--- config.mk ---
export PLATFORM = sky130hd
export DESIGN_NAME = shift_add_mult
export DESIGN_NICKNAME = d
export VERILOG_FILES = /design/src/rtl/shift_add_mult_pkg.sv /design/src/rtl/rc_adder4.sv /design/src/rtl/shift_add_mult.sv
export SDC_FILE = /design/constraint.sdc
export NUM_CORES = 1
export LEC_CHECK = 0
export BUFFER_PORTS_ARGS = -buffer_cell sky130_fd_sc_hd__buf_2
export CORE_MARGIN = 8
export CORE_UTILIZATION = 47
export CTS_CLUSTER_DIAMETER = 50
export DETAILED_ROUTE_END_ITERATION = 16
export PLACE_DENSITY = 0.74
export RECOVER_POWER = 25
export SLEW_MARGIN = 10
export SYNTH_ARGS = -nofsm -noshare
export SYNTH_HDL_FRONTEND = slang
export SYNTH_HIERARCHICAL = 1
export SYNTH_SLANG_ARGS = --single-unit
--- constraint.sdc ---
create_clock -name clk -period 3.5 [get_ports clk]
set_input_delay 0.7 -clock clk [delete_from_list [all_inputs] [get_ports clk]]
set_output_delay 0.7 -clock clk [all_outputs]
set_load 0.02 [all_outputs]
--- src/rtl/shift_add_mult_pkg.sv ---
`default_nettype none
// ============================================================================
// Module      : shift_add_mult_pkg
// Description : Shared types and helpers for the shift-and-add multiplier.
//               - state_t : FSM state encoding (IDLE, BUSY, DONE), 2 bits.
//               - cnt_w   : width of the iteration counter for an N-bit
//                           multiplier ($clog2(N)+1, so N-1 always fits).
// Revision    : 1.0 - initial release
// ============================================================================
package shift_add_mult_pkg;

    typedef enum logic [1:0] {
        IDLE = 2'd0,
        BUSY = 2'd1,
        DONE = 2'd2
    } state_t;

    function automatic int cnt_w(input int n);
        return $clog2(n) + 1;
    endfunction

endpackage
`default_nettype wire

--- src/rtl/rc_adder4.sv ---
`default_nettype none
// ============================================================================
// Module      : rc_adder4
// Description : Parameterised N-bit ripple-carry adder, purely combinational.
//   Ports:
//     a     in  N  addend
//     b     in  N  addend
//     c_in  in  1  carry in
//     s     out N  sum
//     c_out out 1  carry out of the MSB
// Revision    : 1.0 - initial release
// ============================================================================
module rc_adder4 #(
    parameter int N = 4
) (
    input  logic [N-1:0] a,
    input  logic [N-1:0] b,
    input  logic         c_in,
    output logic [N-1:0] s,
    output logic         c_out
);

    // The carry is walked bit by bit through a procedural variable so the
    // chain stays a true ripple without a self-referencing carry vector.
    always_comb begin
        logic w_c;
        w_c = c_in;
        s   = '0;
        for (int i = 0; i < N; i++) begin
            s[i] = a[i] ^ b[i] ^ w_c;
            w_c  = (a[i] & b[i]) | (w_c & (a[i] ^ b[i]));
        end
        c_out = w_c;
    end

endmodule
`default_nettype wire

--- src/rtl/shift_add_mult.sv ---
`default_nettype none
// ============================================================================
// Module      : shift_add_mult
// Description : Sequential unsigned N x N multiplier, shift-and-add method.
//               One partial-product add per cycle through a ripple-carry
//               adder; N busy cycles per product, valid/ready on both sides.
//   Ports:
//     clk       in  1   clock, rising edge
//     rst_n     in  1   asynchronous active-low reset
//     in_valid  in  1   operand pair present
//     in_ready  out 1   block can accept operands (IDLE)
//     a         in  N   multiplicand, unsigned
//     b         in  N   multiplier, unsigned
//     out_valid out 1   product valid (DONE)
//     out_ready in  1   consumer accepts product
//     product   out 2N  a*b, unsigned
//     busy      out 1   high while multiplying (BUSY)
// Revision    : 1.0 - initial release
// ============================================================================
module shift_add_mult
    import shift_add_mult_pkg::*;
#(
    parameter int N = 8
) (
    input  logic           clk,
    input  logic           rst_n,
    input  logic           in_valid,
    output logic           in_ready,
    input  logic [N-1:0]   a,
    input  logic [N-1:0]   b,
    output logic           out_valid,
    input  logic           out_ready,
    output logic [2*N-1:0] product,
    output logic           busy
);

    localparam int                c_cnt_w      = cnt_w(N);
    localparam logic [c_cnt_w-1:0] c_count_last = c_cnt_w'(N - 1);

    state_t               r_state;
    logic                 r_started;
    logic [N-1:0]         r_mcand;
    logic [N-1:0]         r_acc_hi;
    logic [N-1:0]         r_acc_lo;
    logic [c_cnt_w-1:0]   r_count;

    logic [N-1:0]         w_sum;
    logic                 w_c_out;

    rc_adder4 #(
        .N (N)
    ) u_adder (
        .a     (r_acc_hi),
        .b     (r_mcand),
        .c_in  (1'b0),
        .s     (w_sum),
        .c_out (w_c_out)
    );

    always_ff @(posedge clk or negedge rst_n) begin
        if (!rst_n) begin
            r_state   <= IDLE;
            r_started <= 1'b0;
            r_mcand   <= '0;
            r_acc_hi  <= '0;
            r_acc_lo  <= '0;
            r_count   <= '0;
        end else begin
            r_started <= 1'b1;
            case (r_state)
                IDLE: begin
                    if (in_valid && in_ready) begin
                        r_mcand  <= a;
                        r_acc_lo <= b;
                        r_acc_hi <= '0;
                        r_count  <= '0;
                        r_state  <= BUSY;
                    end
                end
                BUSY: begin
                    // The multiplier bit is consumed from acc_lo[0]; the
                    // adder carry lands in the top bit after the shift, so
                    // the 2N-bit accumulator never overflows.
                    if (r_acc_lo[0]) begin
                        {r_acc_hi, r_acc_lo} <= {w_c_out, w_sum, r_acc_lo[N-1:1]};
                    end else begin
                        {r_acc_hi, r_acc_lo} <= {1'b0, r_acc_hi, r_acc_lo[N-1:1]};
                    end
                    r_count <= r_count + c_cnt_w'(1);
                    if (r_count == c_count_last) begin
                        r_state <= DONE;
                    end
                end
                DONE: begin
                    if (out_ready) begin
                        r_state <= IDLE;
                    end
                end
                default: begin
                    r_state <= IDLE;
                end
            endcase
        end
    end

    // State is IDLE while reset is held, yet in_ready must stay low then;
    // r_started keeps it low until the first edge after reset release.
    assign in_ready  = r_started && (r_state == IDLE);
    assign out_valid = (r_state == DONE);
    assign busy      = (r_state == BUSY);
    assign product   = {r_acc_hi, r_acc_lo};

endmodule
`default_nettype wire

==> metrics.md <==
| Metric | Value |
|---|---|
| Run status | `finished with violations` |
| Failing checks | `capacitance limit, slew limit, setup timing` |
| Most frequently used flop master after synthesis | `dfrtp_1` |
| Reg2Reg Setup Slack | `-90 ps` |
| # setup viols final | `1` |
| End of the critical path | `r_acc_hi[6]$_DFFE_PN0P_` |
| # DRC | `0` |
| CTS buffer count | `5` |
| Final hold violation count | `0` |
| Worst reg2reg endpoint | `r_acc_hi[6]$_DFFE_PN0P_` |
| Area Growth Syn to Fin | `18.2%` |
| H-tree levels | `2` |
| Synthesized Nets | `between 150 and 200` |
| Max Clk Rate | `278 MHz` |
| Vias in the first global route | `between 1000 and 1500` |
| Synth cell types | `28` |
| # IOs | `39` |
| Rel. slew slack | `-8.98%` |
| DP Area | `about 1800 um^2` |
| Cell area after synthesis | `roughly 1600 um^2` |
| Total grt overflow | `0` |
| WL/cell | `about 14 um` |
| Seq/Total Area, Yosys | `between 40% and 50%` |
| Hold buffer count at CTS | `0` |
| Setup Skew | `~20 ps` |
| Placer Congestion | `roughly 0.75` |
| Post-DP HPWL | `2390 um` |
| Worst R2R Start | `r_mcand[0]$_DFFE_PN0P_` |
| Post-route setup slack | `-90.8 ps` |
| Area leader, netlist | `dfrtp_1` |
| Initial core utilization | `between 40% and 50%` |
| Cell count after synthesis | `140` |
| CTS tree | `done` |
| Share of the synthesized area in the top cell type | `48.2%` |
| Post-synth EDFFs | `0` |
| Hold path depth | `1` |
| Max_cap viols | `1` |
| Fin nets | `210` |
| Async SR Flop Fraction | `between 90% and 100%` |
| CTS clock-pin slew for the worst setup and hold paths | `between 100 and 150 ps` |
| Tot GR Track Use | `about an eighth` |
| Post-synth top cells | `dfrtp_1, nand2_1, mux2i_1, inv_1` |
| Crit-path max FO | `2` |
| Die Y | `about 75 um` |
| Slew Limit Fails | `32` |
| Static leakage | `0.904 nW` |
| Count leader, synth | `dfrtp_1` |
| Setup Fix Bufs, Post-CTS | `0` |
| CP Data Required Time | `between 3000 and 4000 ps` |
| Mapped Avg Cell Area | `between 10 and 15 um^2` |
| Min cycle time layout | `3590 ps` |
| Total Power | `between 1.5 and 2 mW` |
| Synth area leaders | `dfrtp_1, fa_1, mux2i_1, mux2_2, nand2_1` |
| Layout cells sized above 1 | `37.4%` |
| Core area | `3310 um^2` |
| Critical path origin | `r_mcand[0]$_DFFE_PN0P_` |
| DR pass1 iterations | `4` |
| RSZ-0062 raised after global routing | `yes` |
| # clock sinks | `31` |
| Routed wire length | `3210 um` |
| I/O Buffers | `38` |
| Initial antenna violation count | `0` |
| Warnings from Yosys | `6` |
| Cell area after layout | `1900 um^2` |
| Worst r2r path cells | `14` |
| Worst Tran Pin Value | `around 1600 ps` |
| Final worst path period share | `103%` |
| Clock Latency Late Sink | `340 ps` |
| Max rail drop VDD | `between 0.4 and 0.5 mV` |
| Worst hold path class | `register to register` |
| Diodes inserted | `0` |
| Via count | `between 1000 and 1500` |
| Pwr dens | `roughly 910 nW/um^2` |
| CTS Buffer Depth | `2` |
| Detailed-route vias per instance | `4.92` |
| Number of nets with antenna violations after routing | `0` |
| Initial detailed-routing violation count | `58` |
| Worst setup EP type | `register` |
| Yosys reg bits | `31` |
| CP arrival | `between 3000 and 4000 ps` |
| Critical path class | `register to register` |
| Root buffer cell | `clkbuf_4` |
| DIE AREA | `5550 um^2` |
| Row cnt | `21` |
| Die Span X | `between 70 and 80 um` |
| Pin count of the biggest net entering global routing | `32` |
| Hold Startpoint | `r_state[1]$_DFFE_PN0P_` |
| Global-route wire length before repair | `between 5000 and 6000 um` |
| Worst Setup Start Kind | `register` |
[sequential cells by signal (all words and copies together) (netlist names)]
name,count
r_count,4
r_state,2
r_mcand,8
r_started,1
r_acc_lo,8
r_acc_hi,8
[kinds of logic (layout without fill, tap and decap cells)]
kind of cell,count (synthesis),in the layout,synth area share [%]
buf+inv,20,62,6.53
xor+xnor,1,1,0.544
simple gates,30,30,9.18
fa+ha+maj,9,9,10.7
compound gates,22,22,7.85
mux,25,25,16.5
flops,31,31,48.2
other cells,2,2,0.467
[worst max-delay path, stage by stage (launching register included)]
cell     delay [ps]
dfrtp_1         420
fa_2            360
inv_2            60
fa_1            170
inv_2            40
fa_2            350
fa_2            340
fa_2            340
fa_2            360
fa_2            350
inv_2            60
fa_1            400
inv_1            70
mux2i_1          60
o22ai_1         140
[power by group]
group	switching, mW	internal (mW)	total (mW)
registers	0.155	0.516	0.671
logic	0.461	0.379	0.840
clock network	0.119	0.0972	0.216
[worst min-delay path by stage]
stage	end	slack, ps
after floorplan	r_acc_hi[0]$_DFFE_PN0P_	400
after global placement	r_state[0]$_DFFE_PN0P_	460
after detailed placement	r_state[0]$_DFFE_PN0P_	490
after CTS	r_acc_hi[1]$_DFFE_PN0P_	410
after global routing	r_state[0]$_DFFE_PN0P_	520
final	r_state[0]$_DFFE_PN0P_	500
[area by class of cell]
class                   instances  area (um^2)
well taps                      46         57.6
clock buffers                   7         55.1
clock inverters                 1         5.00
multi-input cells              89          743
inverters                      12         45.0
repair buffers                 42          219
flip-flops and latches         31          777
fillers                       302         1410
[per-stage QoR]
step           setup slack (ps)  cells  utilization (%)  hold WS (ps)  TNS (ps)
2_1_floorplan              6.56    140                -           404         0
3_3_place_gp              -37.6    220             55.7           460     -37.6
3_5_place_dp               -178    220             55.7           490      -178
4_1_cts                    -105    228             57.5           407      -105
5_1_grt                    -207    228             57.4           516      -207
6_report                  -90.8    228             57.4           500     -90.8
[timing repair]
| action | in CTS | in global routing |
|---|---|---|
| resized for setup | 1 | 1 |
| setup endpoints to repair | 1 | 1 |
| cloned | 0 | 0 |
| pin swaps | 4 | 1 |
[cell usage in the layout, fill, tap and decap left out, types with 2 or more instances in the layout]
cell type and instances:
buf_2 37, a21oi_1 2, mux2i_1 16, nand2_1 20, fa_1 2, clkbuf_1 2
buf_4 4, fa_2 6, nand3b_1 3, clkbuf_4 5, o21ai_0 3, inv_2 4
o21ai_1 7, mux2_2 8, nand3_1 2, dfrtp_1 30, o22ai_1 8, inv_1 8
conb_1 2
[layer usage]
metal,wire [um],vias to the layer above,track usage [%]
met3,266,5,5.12
met2,1560,32,21.4
met1,1310,535,14.2
met5,0,-,0
met4,73,0,7.83
li1,-,549,-
Note: power is estimated with default switching activity, not from simulation.
